==> config.mk <==
export PLATFORM = sky130hd
export DESIGN_NAME = alu_share_arbiter
export DESIGN_NICKNAME = d
export VERILOG_FILES = /design/src/rtl/alu_share_arbiter.sv
export SDC_FILE = /design/constraint.sdc
export NUM_CORES = 1
export LEC_CHECK = 0
export BUFFER_PORTS_ARGS = -buffer_cell sky130_fd_sc_hd__clkbuf_2
export CAP_MARGIN = 10
export CORE_AREA = 2 2 169 171
export CTS_BUF_LIST = sky130_fd_sc_hd__clkbuf_8 sky130_fd_sc_hd__clkbuf_16
export DETAILED_ROUTE_END_ITERATION = 8
export DIE_AREA = 0 0 171 173
export PLACE_DENSITY = 0.55
export REMOVE_ABC_BUFFERS = 1
export SYNTH_ARGS = -nofsm -noshare
export SYNTH_HDL_FRONTEND = slang
export SYNTH_SLANG_ARGS = --single-unit
export TNS_END_PERCENT = 100
==> constraint.sdc <==
create_clock -name clk_i -period 3.5 [get_ports clk_i]
set_input_delay 0.7 -clock clk_i [delete_from_list [all_inputs] [get_ports clk_i]]
set_output_delay 0.7 -clock clk_i [all_outputs]
set_load 0.02 [all_outputs]
==> src/rtl/alu_share_arbiter.sv <==
`default_nettype none
// ============================================================================
// Module   : alu_share_arbiter
// Brief    : Round-robin front end that shares one 32-bit ALU among NREQ
//            valid/ready clients, one operation in flight at a time.
// Revision : 1.0
// ============================================================================
module alu_share_arbiter #(
    parameter int NREQ = 4,
    parameter int DW   = 32
) (
    input  logic                clk_i,
    input  logic                rst_i,
    input  logic [NREQ-1:0]     req_valid_i,
    output logic [NREQ-1:0]     req_ready_o,
    input  logic [NREQ*DW-1:0]  req_src1_i,
    input  logic [NREQ*DW-1:0]  req_src2_i,
    input  logic [NREQ*4-1:0]   req_ctrl_i,
    output logic                alu_rst_n_o,
    output logic [DW-1:0]       alu_src1_o,
    output logic [DW-1:0]       alu_src2_o,
    output logic [3:0]          alu_ctrl_o,
    input  logic [DW-1:0]       alu_result_i,
    input  logic                alu_zero_i,
    input  logic                alu_cout_i,
    input  logic                alu_overflow_i,
    output logic [NREQ-1:0]     rsp_valid_o,
    input  logic [NREQ-1:0]     rsp_ready_i,
    output logic [DW-1:0]       rsp_result_o,
    output logic                rsp_zero_o,
    output logic                rsp_cout_o,
    output logic                rsp_overflow_o,
    output logic                rsp_err_o
);

    localparam int IW = (NREQ > 1) ? $clog2(NREQ) : 1;

    typedef enum logic [1:0] {
        S_IDLE = 2'd0,
        S_EXEC = 2'd1,
        S_RESP = 2'd2
    } state_t;

    state_t             r_state;
    logic [IW-1:0]      r_ptr;
    logic [IW-1:0]      r_owner;
    logic [DW-1:0]      r_src1;
    logic [DW-1:0]      r_src2;
    logic [3:0]         r_ctrl;
    logic               r_illegal;
    logic [NREQ-1:0]    r_rsp_valid;
    logic [DW-1:0]      r_result;
    logic               r_zero;
    logic               r_cout;
    logic               r_overflow;
    logic               r_err;

    logic               w_any;
    logic [IW-1:0]      w_win;
    logic [NREQ-1:0]    w_ready;
    logic [NREQ-1:0]    w_owner_oh;
    logic [DW-1:0]      w_src1;
    logic [DW-1:0]      w_src2;
    logic [3:0]         w_ctrl;
    logic               w_legal;

    // Scan offsets from highest to lowest so the closest valid bit at or
    // after the pointer is the one left standing.
    always_comb begin
        w_any = 1'b0;
        w_win = '0;
        for (int i = NREQ - 1; i >= 0; i--) begin
            if (req_valid_i[(int'(r_ptr) + i) % NREQ]) begin
                w_any = 1'b1;
                w_win = IW'((int'(r_ptr) + i) % NREQ);
            end
        end
    end

    always_comb begin
        w_ready = '0;
        if (r_state == S_IDLE && w_any && !rst_i) begin
            w_ready[w_win] = 1'b1;
        end
    end

    always_comb begin
        w_owner_oh          = '0;
        w_owner_oh[r_owner] = 1'b1;
    end

    assign w_src1 = req_src1_i[w_win*DW +: DW];
    assign w_src2 = req_src2_i[w_win*DW +: DW];
    assign w_ctrl = req_ctrl_i[w_win*4 +: 4];

    always_comb begin
        case (w_ctrl)
            4'b0000, 4'b0001, 4'b0010, 4'b0110,
            4'b0111, 4'b1100, 4'b1101: w_legal = 1'b1;
            default:                   w_legal = 1'b0;
        endcase
    end

    always_ff @(posedge clk_i) begin
        if (rst_i) begin
            r_state     <= S_IDLE;
            r_ptr       <= '0;
            r_owner     <= '0;
            r_src1      <= '0;
            r_src2      <= '0;
            r_ctrl      <= 4'b0000;
            r_illegal   <= 1'b0;
            r_rsp_valid <= '0;
            r_result    <= '0;
            r_zero      <= 1'b0;
            r_cout      <= 1'b0;
            r_overflow  <= 1'b0;
            r_err       <= 1'b0;
        end else begin
            case (r_state)
                S_IDLE: begin
                    if (w_any) begin
                        r_src1    <= w_src1;
                        r_src2    <= w_src2;
                        // Illegal codes run the ALU as a harmless AND.
                        r_ctrl    <= w_legal ? w_ctrl : 4'b0000;
                        r_illegal <= ~w_legal;
                        r_owner   <= w_win;
                        r_state   <= S_EXEC;
                    end
                end
                S_EXEC: begin
                    if (r_illegal) begin
                        r_result   <= '0;
                        r_zero     <= 1'b1;
                        r_cout     <= 1'b0;
                        r_overflow <= 1'b0;
                        r_err      <= 1'b1;
                    end else begin
                        r_result   <= alu_result_i;
                        r_zero     <= alu_zero_i;
                        r_cout     <= alu_cout_i;
                        r_overflow <= alu_overflow_i;
                        r_err      <= 1'b0;
                    end
                    r_rsp_valid <= w_owner_oh;
                    r_state     <= S_RESP;
                end
                S_RESP: begin
                    if (rsp_ready_i[r_owner]) begin
                        r_rsp_valid <= '0;
                        r_ptr       <= (r_owner == IW'(NREQ - 1)) ? '0 : r_owner + 1'b1;
                        r_state     <= S_IDLE;
                    end
                end
                default: begin
                    r_state <= S_IDLE;
                end
            endcase
        end
    end

    assign req_ready_o    = w_ready;
    assign alu_rst_n_o    = ~rst_i;
    assign alu_src1_o     = r_src1;
    assign alu_src2_o     = r_src2;
    assign alu_ctrl_o     = r_ctrl;
    assign rsp_valid_o    = r_rsp_valid;
    assign rsp_result_o   = r_result;
    assign rsp_zero_o     = r_zero;
    assign rsp_cout_o     = r_cout;
    assign rsp_overflow_o = r_overflow;
    assign rsp_err_o      = r_err;

endmodule
`default_nettype wire

Word-level counts from Yosys, hierarchy flattened
Index checks and enable logic that the tools add are counted. W data, S select, Z words.

Input port bits: 317. Register bits: 115. Output and inout port bits: 113. Word-level logic and storage cells: 99.

Bitwise operators: 5. Mux-type cells: 39. Eq/ne operators: 11. Order comparisons: 8. Reductions and logical operators: 16. Shift operators: 3. Add/sub/neg operators: 4.

Operator list (number): $shiftx A128 B8 Y32 (2); $mux W32 (1); $mux W1 (19); $shiftx A16 B5 Y4 (1); $mux W2 (7); $lt A3 B4 Y1 const B (3); $mux W4 (3); $bmux W1 S2 (5); $lt A2 B3 Y1 const B (3); $eq A4 B3 Y1 const B (2); $eq A4 B4 Y1 const B (2); $pmux W4 S2 (1); $reduce_and A2 Y1 (4); $reduce_or A7 Y1 (1); $pmux W2 S3 (1); $reduce_or A2 Y1 (3); $add A2 B1 Y2 const B (2); $add A2 B2 Y2 const B (2); $demux W1 S2 (2); $eq A2 B2 Y1 const B (2); $eq A4 B1 Y1 const B (1); $eq A4 B2 Y1 const B (1); $ge A2 B1 Y1 const B (2); $logic_and A1 B1 Y1 (4); 8 further kinds (12).

Longest topological paths before layout
Gate-level depths: netlist of run 1.

Depth after elaboration: 15. Gate-level depth with buffers: 11.

Worst setup path before layout of run 1
OpenSTA, ideal clock, no wires.

Kind: input to output. Start point: in req_valid_i[2]. End point: out req_ready_o[0]. Required time: 2.800 ns. Path buffers: 4. Data arrival time: 2.338 ns. Slack: 0.462 ns. Stages: 8. Cell sequence: nor2b_1 > or4b_4 > buf_6 > and2_0 > clkbuf_1 > buf_2 > buf_2 > and3_1.

Word-level cells in the longest chain between the ends: 12.

RTL lines: start: declaration (line 14) `input logic [NREQ-1:0] req_valid_i,`; $bmux W1 S2 (line 73) `if (req_valid_i[(int'(r_ptr) + i) % NREQ]) begin`; $mux W1 (not written as such) (2 in a row) (line 73); $mux W2 (4 in a row) (line 73); $lt A2 B3 Y1 (not written as such) / $ge A2 B1 Y1 (equally long branches) (line 83) `w_ready[w_win] = 1'b1;`; $logic_and A1 B1 Y1 (not written as such) (line 83); $mux W1 (not written as such) (line 83); $demux W1 S2 (line 83); $mux W4 * (line 82) `if (r_state == S_IDLE && w_any && !rst_i) begin`; end: declaration (line 15) `output logic [NREQ-1:0] req_ready_o,`.

Every way passes the cells marked *; elsewhere a longest branch is shown, timed or not. The select of a mux whose other input is x is not followed.

Worst setup path in the final report of run 1
Start point: in req_valid_i[3]. End point: out req_ready_o[2].

Same word-level chain as after synthesis.

==> results.md, run 1 <==
- Layout cells sized above 1: 35.7%
- Max-Cap Viols: 0
- Flops & latches, synth: 115
- GR Util met3: 5.65%
- Initial antenna violation count: 0
- Crit Path Max Fanout: 47
- Iteration-0 DRC count of the detailed router: 342
- Pwr/cell area: 488 nW/um^2
- Setup tns final: 0 ns
- Die width: 171 um
- Placed cell count: 1,727
- Clock Root Buffer: clkbuf_16
- Worst-path cell chain: clkbuf_2 > nor2_1 > or4b_4 > and2_4 > and3_1 > clkbuf_2
- Inserted Clock Buffers: 17
- Worst path slowest cell: and2_4
- Worst setup SP type: input pin
- Rows: 61
- # DRC: 0
- Post-layout util: 34.1%
- Most crowded layer after global routing: met2
- Most used DFF post-synth: dfxtp_1
- Total internal power: 0.00297 W
- CTS tree: done
- Core area: 27,600 sq um
- Met2 usage: 31.7%
- Final hold vios: 0
- Finished Layout Cells: 1,759
- Min cycle time layout: 3.19 ns
- I/O pins: 430
- Met1 Resource Use GR: 20.2%
- GRT Total Usage: 17.8%
- Clock power frac: 37.5%
- DR vias/cell: 4.62
- Slew margin rel.: 22.4%
- Number of port buffers: 429
- Mapped Area: 6450 sq um
- RSZ-0062 raised after global routing: no
- Most frequent CP cell: clkbuf_2
- Synth Instances: 993
- Power, Total: 0.00461 W
- Routed wire length: 27,300 um
- CP bufs+invs: 2
- Setup Fix Bufs, Post-CTS: 0
- Fin nets: 1,689
- Final ANT Viol Nets: 0
- Setup Crit Path Kind: input pin to primary output
- Period Utilization, post-route: 91.1%
- Starting Density: 23.3%
- Clock transition at path regs: 0.06 ns
- Crit path capture type: primary output
- Post-synthesis sequential area ratio: 35.7%
- Worst-skew pair later-pin latency: 0.41 ns
- Gate power share: 28.9%
- Ys Warns: 0
- Skew final: 0.00863 ns
- Status: completed
- CTS Hold Bufs: 0
- Die span in y: 173 um
- Distinct cells, synth: 45
- Via count: 8,131
- Resized Gates After CTS: 0
- Routability cong.: 0.840
- Worst Path Required: 2.80 ns
- Ys async rst share: 0%
- Final setup viols: 0
- First-pass GRT wire length: 41,900 um
- Drt first pass iters: 5
- Post-synth EDFFs: 0
- Slew Limit Fails: 0
- Hpwl dp: 20,400 um
- Maximum root-to-sink buffer count: 2
- Hold Path Class: register to register
- Reg area: 2300 sq um
- Fillers: 3,104
- Fmax: 314 MHz
- Area of the multi-input gates: 3790 sq um
- WP data arrival: 2.49 ns
- H-tree depth: 4
- Overflow after GRT: 0
- Die area: 29,600 sq um
- Least-Margin Pin Slew: 1.16 ns
- Number of global-route vias before repair: 7,802
- Leakage: 4.61 nW
- Flop pwr share: 33.6%
- Net Sw Power: 0.00163 W
- Sw Share: 35.4%
- Sinks on the clock net: 115
- Peak supply drop: 254 uV
- Wire per inst: 15.5 um
- Largest net degree at the start of global routing: 88
- Area Growth Syn to Fin: 46.3%
- Crit path max-delay family: simple AND/OR/NAND/NOR gates
- Syn Area/Cell: 6.49 sq um
- Inserted Diodes: 0
- Critical Path Max Stage Delay: 0.52 ns
## final timing paths
kind | from | to | slack (ns) | cells after the start
worst min register to register | rsp_result_o[13] | rsp_result_o[13] | 0.45 | 2
worst max-delay path | req_valid_i[3] | req_ready_o[2] | 0.31 | 6
worst max register to register | r_ptr[1] | alu_ctrl_o[1] | 1.06 | 7
worst min-delay path | rsp_result_o[13] | rsp_result_o[13] | 0.45 | 2
## synth_stat cells, types with 2 or more instances
cell | count | share of area (%)
xnor2_1 | 2 | 0.27
nor2b_1 | 5 | 0.49
nor3b_1 | 3 | 0.35
clkbuf_1 | 58 | 3.4
a221oi_1 | 4 | 0.54
nor3_1 | 6 | 0.47
or3_1 | 2 | 0.19
inv_1 | 3 | 0.17
a21oi_1 | 109 | 8.5
a21bo_2 | 2 | 0.31
nand2_1 | 372 | 22
buf_2 | 23 | 1.8
nor4_1 | 4 | 0.39
nand3b_1 | 35 | 4.1
nand3_1 | 204 | 16
and3_1 | 4 | 0.39
and2_1 | 2 | 0.19
buf_1 | 4 | 0.23
ha_1 | 4 | 0.78
nor2_1 | 7 | 0.41
mux2i_1 | 2 | 0.31
dfxtp_1 | 115 | 36
## power by group through the flow
stage               clock network, W  logic [W]  registers (W)
global route                 0.00184    0.00147        0.00157
detailed placement                 0    0.00135        0.00158
finish                       0.00173    0.00133        0.00155
global placement                   0    0.00134        0.00157
CTS                          0.00179    0.00135        0.00155
floorplan                          0   0.000640        0.00172
## cell type report
type / count / share of cell area [%]
multi-input combinational: 788 / 40.2
sequential: 115 / 24.4
clock buffer: 19 / 4.80
timing repair buffer: 443 / 24.2
tap: 378 / 5.01
clock inverter: 13 / 1.31
inverter: 3 / 0.119
## stage by stage
stage / worst slack (ns) / hold slack [ns] / area (sq um)
floorplan: -2.20 / 0.480 / 6080
global placement: 0.389 / 0.438 / 8860
detailed placement: 0.313 / 0.444 / 8860
CTS: 0.340 / 0.453 / 9430
global route: 0.190 / 0.470 / 9430
finish: 0.311 / 0.448 / 9430
## placed cells by master (no fill, tap or decap), drive strengths merged, types with 3 or more instances in the layout
cell,Yosys,layout
inv,3,7
a21bo,3,3
nand3,204,204
nor3,6,6
nand2,373,373
clkinv,0,5
nor2,7,7
and2,3,3
clkbuf,58,447
nor4,4,4
dfxtp,115,115
ha,4,4
nor2b,5,5
a221oi,4,4
a21oi,110,110
buf,29,15
nor3b,3,3
and3,4,4
nand3b,35,35
clkinvlp,0,3
## state kept, by name, summed over array words and instances, names as in the netlist
signal,count
rsp_err_o,1
r_illegal,1
r_state,2
r_owner,2
rsp_valid_o,4
alu_ctrl_o,4
alu_src1_o,32
rsp_zero_o,1
rsp_overflow_o,1
alu_src2_o,32
rsp_cout_o,1
rsp_result_o,32
r_ptr,2
## logic make-up (layout without fill, tap and decap cells)
family          Yosys count  count (layout)  share of synthesized area, %
fa+ha+maj                 4               4                         0.776
buf+inv                  90             478                          5.86
mux                       3               3                         0.660
compound gates          129             129                          11.5
simple gates            650             650                          45.2
xor+xnor                  2               2                         0.272
flops                   115             115                          35.7
## metal layers
layer	share of wire, %	wire length, um	up-vias
met4	1.6	435	0
met3	9.2	2510	29
met1	40	10800	3687
li1	-	-	4090
met5	0	0	-
met2	50	13600	325
## worst min-delay path, stage by stage (launching register included)
cell and delay (ns):
dfxtp_1 0.31, nand2_1 0.05, a21oi_1 0.05
No activity file was read; power rests on OpenSTA's default activity.
==> run 2: changes to the inputs <==
--- a/config.mk
+++ b/config.mk
@@ -7,11 +7,11 @@
 export LEC_CHECK = 0
 export BUFFER_PORTS_ARGS = -buffer_cell sky130_fd_sc_hd__clkbuf_2
 export CAP_MARGIN = 10
-export CORE_AREA = 2 2 169 171
+export CORE_AREA = 2 2 166 168
 export CTS_BUF_LIST = sky130_fd_sc_hd__clkbuf_8 sky130_fd_sc_hd__clkbuf_16
 export DETAILED_ROUTE_END_ITERATION = 8
-export DIE_AREA = 0 0 171 173
-export PLACE_DENSITY = 0.55
+export DIE_AREA = 0 0 168 170
+export PLACE_DENSITY = 0.58
 export REMOVE_ABC_BUFFERS = 1
 export SYNTH_ARGS = -nofsm -noshare
 export SYNTH_HDL_FRONTEND = slang
==> constraint.sdc (replaced) <==
create_clock -name clk_i -period 2.7 [get_ports clk_i]
set_input_delay 0.54 -clock clk_i [delete_from_list [all_inputs] [get_ports clk_i]]
set_output_delay 0.54 -clock clk_i [all_outputs]
set_load 0.02 [all_outputs]
==> run 2 against run 1 <==
  * Design area grew 1.3%
  * Core utilization is 1.7 points higher
  * Critical path depth down 1
  * Die area shrank 3.5%
  * Hold slack worse by 0.071 ns
  * Non-clock buffer count grew 4
  * Global-route usage is 0.20 points higher
  * Clock power increased by 40%
  * Worst setup slack worse by 0.21 ns
  * Power rose by 34%
  * Flip-flop and latch count did not move
  * Highest routed layer unchanged
==> results.md, run 2 (synthesis gave the netlist of run 1 again) <==
- Wire per inst: 15.4 um (-0.57%)
- Overflow after GRT: 0 (unchanged)
- Most frequent cells in the layout: clkbuf_2, nand2_1, nand3_1
- Via count: 8,232 (+1.2%)
- Hpwl dp: 19,500 um (-4.2%)
- RSZ-0062 raised after global routing: no
- Fin nets: 1,693 (+0.24%)
- Number of port buffers: 429 (unchanged)
- Area Growth Syn to Fin: 48.2%
- Worst-skew pair later-pin latency: 0.41 ns (about the same)
- Clock transition at path regs: 0.06 ns (about the same)
- Leakage: 4.69 nW (+1.7%)
- Skew final: 0.0110 ns (+0.00236 ns)
- Setup Crit Path Kind: register to primary output
- Net Sw Power: 0.00214 W (+31%)
- Worst setup SP type: register
- Clock Root Buffer: clkbuf_16
- Least-Margin Pin Slew: 1.07 ns (-0.0963 ns)
- Fmax: 384 MHz
- Final setup viols: 0 (unchanged)
- Status: completed
- Number of global-route vias before repair: 7,768 (-0.44%)
- Period Utilization, post-route: 96.4%
- Inserted Clock Buffers: 17 (unchanged)
- Most common cell after layout, fill and taps aside: clkbuf_2
- Worst Path Required: 2.16 ns (-0.64 ns)
- Placed cell count: 1,694 (-1.9%)
- Die span in y: 170 um (-1.7%)
- GRT Total Usage: 18.0% (+0.20 points)
- Slew Limit Fails: 0 (unchanged)
- Gate power share: 28.5% (-0.4 points)
- Core area: 26,700 sq um (-3.5%)
- Routed wire length: 26,600 um (-2.4%)
- R2r worst-path depth: 7 (unchanged)
- Initial antenna violation count: 0 (unchanged)
- Slew margin rel.: 28.8% (+6.4 points)
- Sw Share: 34.6% (-0.82 points)
- Iteration-0 DRC count of the detailed router: 388 (+13%)
- I/O pins: 430 (unchanged)
- Inserted Diodes: 0 (unchanged)
- CTS tree: done
- Layout cells sized above 1: 36.0% (+0.26 points)
- Final hold vios: 0 (unchanged)
- Pwr/cell area: 647 nW/um^2 (+33%)
- Peak supply drop: 364 uV (+44%)
- Die width: 168 um (-1.8%)
- Final ANT Viol Nets: 0 (unchanged)
- Total internal power: 0.00404 W (+36%)
- Flop pwr share: 32.5% (-1.1 points)
- Setup tns final: 0 ns (unchanged)
- First-pass GRT wire length: 41,000 um (-2.2%)
- DR vias/cell: 4.77 (+3.2%)
- Sinks on the clock net: 115 (unchanged)
- Setup Fix Bufs, Post-CTS: 0 (unchanged)
- WP data arrival: 2.06 ns (-0.43 ns)
- Max-Cap Viols: 0 (unchanged)
- Maximum root-to-sink buffer count: 2 (unchanged)
- Clock power frac: 39.1% (+1.6 points)
- # DRC: 0 (unchanged)
- Crit path capture type: primary output
- Hold Path Class: input pin to register
- Largest net degree at the start of global routing: 114 (+30%)
- Starting Density: 24.2% (+0.86 points)
- Drt first pass iters: 4 (-1)
- Die area: 28,600 sq um (-3.5%)
- H-tree depth: 4 (unchanged)
- Hold_ws: 0.378 ns (-0.0707 ns)
- Crit Path Max Fanout: 11 (-77%)
- Routability cong.: 0.831 (-1.1%)
- Min cycle time layout: 2.60 ns
- Hold depth: 2 (unchanged)
- Finished Layout Cells: 1,726 (-1.9%)
- Fillers: 2,956 (-4.8%)
- Rows: 60 (-1.6%)
run 2: power groups by stage:
stage               registers, W  clock network [W]  logic [W]
floorplan                0.00223                  0   0.000829
global placement         0.00204                  0    0.00177
detailed placement       0.00204                  0    0.00177
CTS                      0.00201            0.00250    0.00178
global route             0.00203            0.00257    0.00195
finish                   0.00201            0.00242    0.00176
run 2: final cells by class:
type                            instances  area [sq um]  area share [%]
Clock inverter                         15           190            1.99
Inverter                                3          11.3           0.118
Clock buffer                           17           425            4.45
Multi-Input combinational cell        788          3800            39.8
Timing Repair Buffer                  447          2400            25.1
Sequential cell                       115          2300            24.1
Tap cell                              341           427            4.47
run 2: repair_timing:
item / 4_1_cts / 5_1_grt
setup endpoints to repair: 0 / 4
gates resized for setup: 0 / 2
hold buffers: 0 / 0
run 2: metal layers:
metal | GRT usage (%) | routed length, um | up-vias
met4 | 5.52 | 510 | 0
li1 | - | - | 4099
met1 | 20.8 | 10700 | 3767
met5 | 0 | 0 | -
met3 | 5.84 | 2200 | 33
met2 | 31.7 | 13200 | 333
run 2: worst paths after layout:
path                    startpoint                to  slack, ns
setup reg to reg          r_ptr[0]     alu_ctrl_o[1]       0.44
hold / removal               rst_i        r_state[0]       0.38
hold reg to reg   rsp_result_o[19]  rsp_result_o[19]       0.45
setup / recovery          r_ptr[0]    req_ready_o[2]        0.1
run 2: critical path: stages (launching register included):
cell,delay [ns]
dfxtp_1,0.36
nor2b_1,0.11
or4b_4,0.61
and2_4,0.23
and3_1,0.19
clkbuf_2,0.16
run 2: per-stage QoR:
| step | setup WS, ns | total power [W] | cell area [sq um] | utilization (%) |
|---|---|---|---|---|
| after floorplan | -2.68 | 0.00306 | 6080 | - |
| after global placement | 0.133 | 0.00380 | 8930 | 33.5 |
| after detailed placement | 0.0742 | 0.00382 | 8930 | 33.5 |
| after CTS | 0.0116 | 0.00629 | 9550 | 35.8 |
| after global routing | 0.0127 | 0.00655 | 9560 | 35.9 |
| final | 0.0981 | 0.00619 | 9560 | 35.9 |
==> run 3: changes to the inputs <==
--- a/config.mk
+++ b/config.mk
@@ -5,13 +5,14 @@
 export SDC_FILE = /design/constraint.sdc
 export NUM_CORES = 1
 export LEC_CHECK = 0
+export ABC_AREA = 1
 export BUFFER_PORTS_ARGS = -buffer_cell sky130_fd_sc_hd__clkbuf_2
 export CAP_MARGIN = 10
-export CORE_AREA = 2 2 166 168
+export CORE_AREA = 2 2 165 167
 export CTS_BUF_LIST = sky130_fd_sc_hd__clkbuf_8 sky130_fd_sc_hd__clkbuf_16
 export DETAILED_ROUTE_END_ITERATION = 8
-export DIE_AREA = 0 0 168 170
-export PLACE_DENSITY = 0.58
+export DIE_AREA = 0 0 167 169
+export PLACE_DENSITY = 0.57
 export REMOVE_ABC_BUFFERS = 1
 export SYNTH_ARGS = -nofsm -noshare
 export SYNTH_HDL_FRONTEND = slang
==> run 3 against run 2 <==
  * Combinational power increased by 82%
  * Sequential share of layout area increased by 0.48 points
  * Critical path depth increased by 6
  * Die area decreased by 1.2%
  * Area after synthesis decreased by 3.9%
  * Non-clock buffer count increased by 7
  * Clock skew decreased by 0.00051 ns
  * Largest power group is now combinational cells
  * Worst setup slack improved by 0.023 ns
  * Sequential power increased by 10%
  * Power increased by 24%
  * Register-to-register slack got worse by 0.25 ns
  * Core utilization decreased by 0.48 points
==> results.md, run 3 <==
- Status: completed
- Post-layout util: 35.4% (-0.48 points)
- Worst-path cell chain: buf_6 > nand2_1 > nand2_1 > nor4_2 > buf_4 > nor2_4 > inv_1 > nor2_2 > inv_2 > nor3_2 > buf_4
- Die area: 28,200 sq um (-1.2%)
- Slew Limit Fails: 0 (unchanged)
- Power, Total: 0.00768 W (+24%)
- Ys async rst share: 0% (unchanged)
- Final hold vios: 0 (unchanged)
- Most crowded layer after global routing: met2
- Slew margin rel.: 68.1% (+39 points)
- Least-Margin Pin Slew: 0.479 ns (-0.587 ns)
- Top area cells in the synthesized netlist: dfxtp_1, a22oi_1, nand2_1, o211ai_1, nand3_1
- Worst path slowest cell: dfxtp_2
- Pwr/cell area: 819 nW/um^2 (+27%)
- Syn Area/Cell: 7.28 sq um (+12%)
- Routability cong.: 0.883 (+6.3%)
- Clock Root Buffer: clkbuf_16
- Reg2reg start: r_ptr[0]
- Post-synthesis sequential area ratio: 37.1% (+1.4 points)
- Layout cells sized above 1: 41.9% (+6.0 points)
- Distinct cells, synth: 34 (-24%)
- Sinks on the clock net: 115 (unchanged)
- RSZ-0062 raised after global routing: no
- Rows: 60 (unchanged)
- Number of global-route vias before repair: 7,185 (-7.5%)
- Count leader, synth: nand2_1
- Number of port buffers: 429 (unchanged)
- Core area: 26,500 sq um (-0.56%)
- Worst Path Required: 2.16 ns (about the same)
- Worst setup SP type: register
- Fin nets: 1,573 (-7.1%)
- Hold Path End: rsp_result_o[18]
- Setup Crit Path Kind: register to primary output
- Inserted Clock Buffers: 17 (unchanged)
- Post-synth top cells: nand2_1, dfxtp_1, nand3_1
- Setup tns final: 0 ns (unchanged)
- Hold Path Class: input pin to register
- Largest net degree at the start of global routing: 75 (-34%)
- Hold Startpoint: alu_result_i[18]
- Ys Warns: 0 (unchanged)
- GRT Total Usage: 17.6% (-0.38 points)
- Reg2reg setup slack: 0.19 ns (-0.25 ns)
- Clock transition at path regs: 0.07 ns (about the same)
- Area Growth Syn to Fin: 51.3%
- Flops & latches, synth: 115 (unchanged)
- WP data arrival: 2.04 ns (-0.02 ns)
- GR Util met3: 3.02% (-2.8 points)
- Initial antenna violation count: 0 (unchanged)
- Final setup viols: 0 (unchanged)
- Hold depth: 3 (+1)
- CTS Hold Bufs: 0 (unchanged)
- Iteration-0 DRC count of the detailed router: 451 (+16%)
- Most frequent cells in the layout: clkbuf_2, nand2_1, dfxtp_1
- Peak supply drop: 345 uV (-5.3%)
- Min cycle time layout: 2.58 ns (-0.0234 ns)
- Crit path capture type: primary output
- Fmax: 388 MHz (+0.91%)
- Final ANT Viol Nets: 0 (unchanged)
- Maximum root-to-sink buffer count: 2 (unchanged)
- Hpwl dp: 19,100 um (-2.3%)
- Worst-skew pair later-pin latency: 0.42 ns (about the same)
- Leakage: 4.78 nW (+2.0%)
- First-pass GRT wire length: 39,600 um (-3.5%)
- Critical R2R Capture: alu_src2_o[13]
- DR vias/cell: 4.79 (+0.48%)
- Die span in y: 169 um (-0.59%)
- Drt first pass iters: 5 (+1)
- Crit Path Max Fanout: 8 (-3)
- Largest area contributor in the netlist: dfxtp_1
- Mapped Area: 6200 sq um (-3.9%)
- Met2 usage: 29.4% (-2.2 points)
- Wire per inst: 16.2 um (+5.3%)
- Post-synth EDFFs: 0 (unchanged)
- H-tree depth: 4 (unchanged)
- Period Utilization, post-route: 95.5% (-0.87 points)
- Starting Density: 23.4% (-0.81 points)
- Inserted Diodes: 0 (unchanged)
- Met1 Resource Use GR: 23.2% (+2.4 points)
- Via count: 7,692 (-6.6%)
- Yosys top cell area share: 37.1% (+1.4 points)
- Most used DFF post-synth: dfxtp_1
- Skew final: 0.0105 ns (-0.000513 ns)
- Max-Cap Viols: 0 (unchanged)
- Synth Instances: 851 (-14%)
- Die width: 167 um (-0.60%)
- Routed wire length: 26,100 um (-2.1%)
- CTS tree: done
- R2r worst-path depth: 16 (+9)
- # DRC: 0 (unchanged)
- Fillers: 2,875 (-2.7%)
- Critical Path Max Stage Delay: 0.33 ns (-0.28 ns)
- Most common cell after layout, fill and taps aside: clkbuf_2
- Overflow after GRT: 0 (unchanged)
- I/O pins: 430 (unchanged)
==> run 3: area by class of cell <==
class                      instances  area, sq um  area share, %
inverter                          89          338           3.60
multi-input combinational        575         3300           35.2
tap                              341          427           4.55
clock buffer                      17          425           4.54
sequential                       115         2300           24.6
clock inverter                    14          155           1.65
timing repair buffer             454         2420           25.8
==> run 3: repair_timing <==
| item | 4_1_cts | 5_1_grt |
|---|---|---|
| setup endpoints to repair | 4 | 50 |
| resized for setup | 4 | 20 |
| pin swaps | 2 | 1 |
| buffers inserted | 4 | 1 |
| hold endpoints to repair | 0 | 0 |
==> run 3: cell families after synthesis <==
logic type / share of synthesized area [%]
AO/OA/AOI/OAI: 21.5
buffers and inverters: 10.7
adder cells (fa/ha/maj): 0.807
flip-flops: 37.1
AND/OR/NAND/NOR: 29.8
==> run 3: worst max-delay path: cells and delay by family, from the launching register on <==
family,cells,cell delay [ns]
buffers and inverters,5,0.69
flip-flops,1,0.33
AND/OR/NAND/NOR,6,0.62
==> run 3: worst max path at each step <==
| stage | start | end | cells after the start |
|---|---|---|---|
| floorplan | r_ptr[0] | req_ready_o[0] | 9 |
| global placement | req_valid_i[1] | req_ready_o[2] | 10 |
| detailed placement | req_valid_i[2] | alu_src2_o[9] | 16 |
| CTS | r_ptr[0] | req_ready_o[1] | 10 |
| global route | r_ptr[0] | req_ready_o[3] | 11 |
| finish | r_ptr[0] | req_ready_o[2] | 11 |
==> run 3: report_power, final <==
part / internal, W / total, W / switching (W) / leakage, nW
Sequential: 0.00203 / 0.00222 / 0.000193 / 0.950
Clock: 0.00136 / 0.00226 / 0.000895 / 0.269
Combinational: 0.00112 / 0.00320 / 0.00207 / 3.56
Total: 0.00452 / 0.00768 / 0.00316 / 4.78
==> run 3: per-layer routing <==
layer	part of all wire (%)	wire length, um
met3	6.6	1730
met5	0	0
met4	1.8	467
met1	43	11200
met2	49	12700
==> run 3: through the flow <==
stage          hold WS (ns)  worst slack, ns  cells  cell area, sq um
3_3_place_gp          0.453           0.0585   1569              8690
4_1_cts               0.328           0.0109   1604              9320
5_1_grt               0.342          0.00829   1605              9380
2_1_floorplan         0.468            -4.74    779              5870
6_report              0.351            0.121   1605              9380
3_5_place_dp          0.455           0.0145   1569              8690
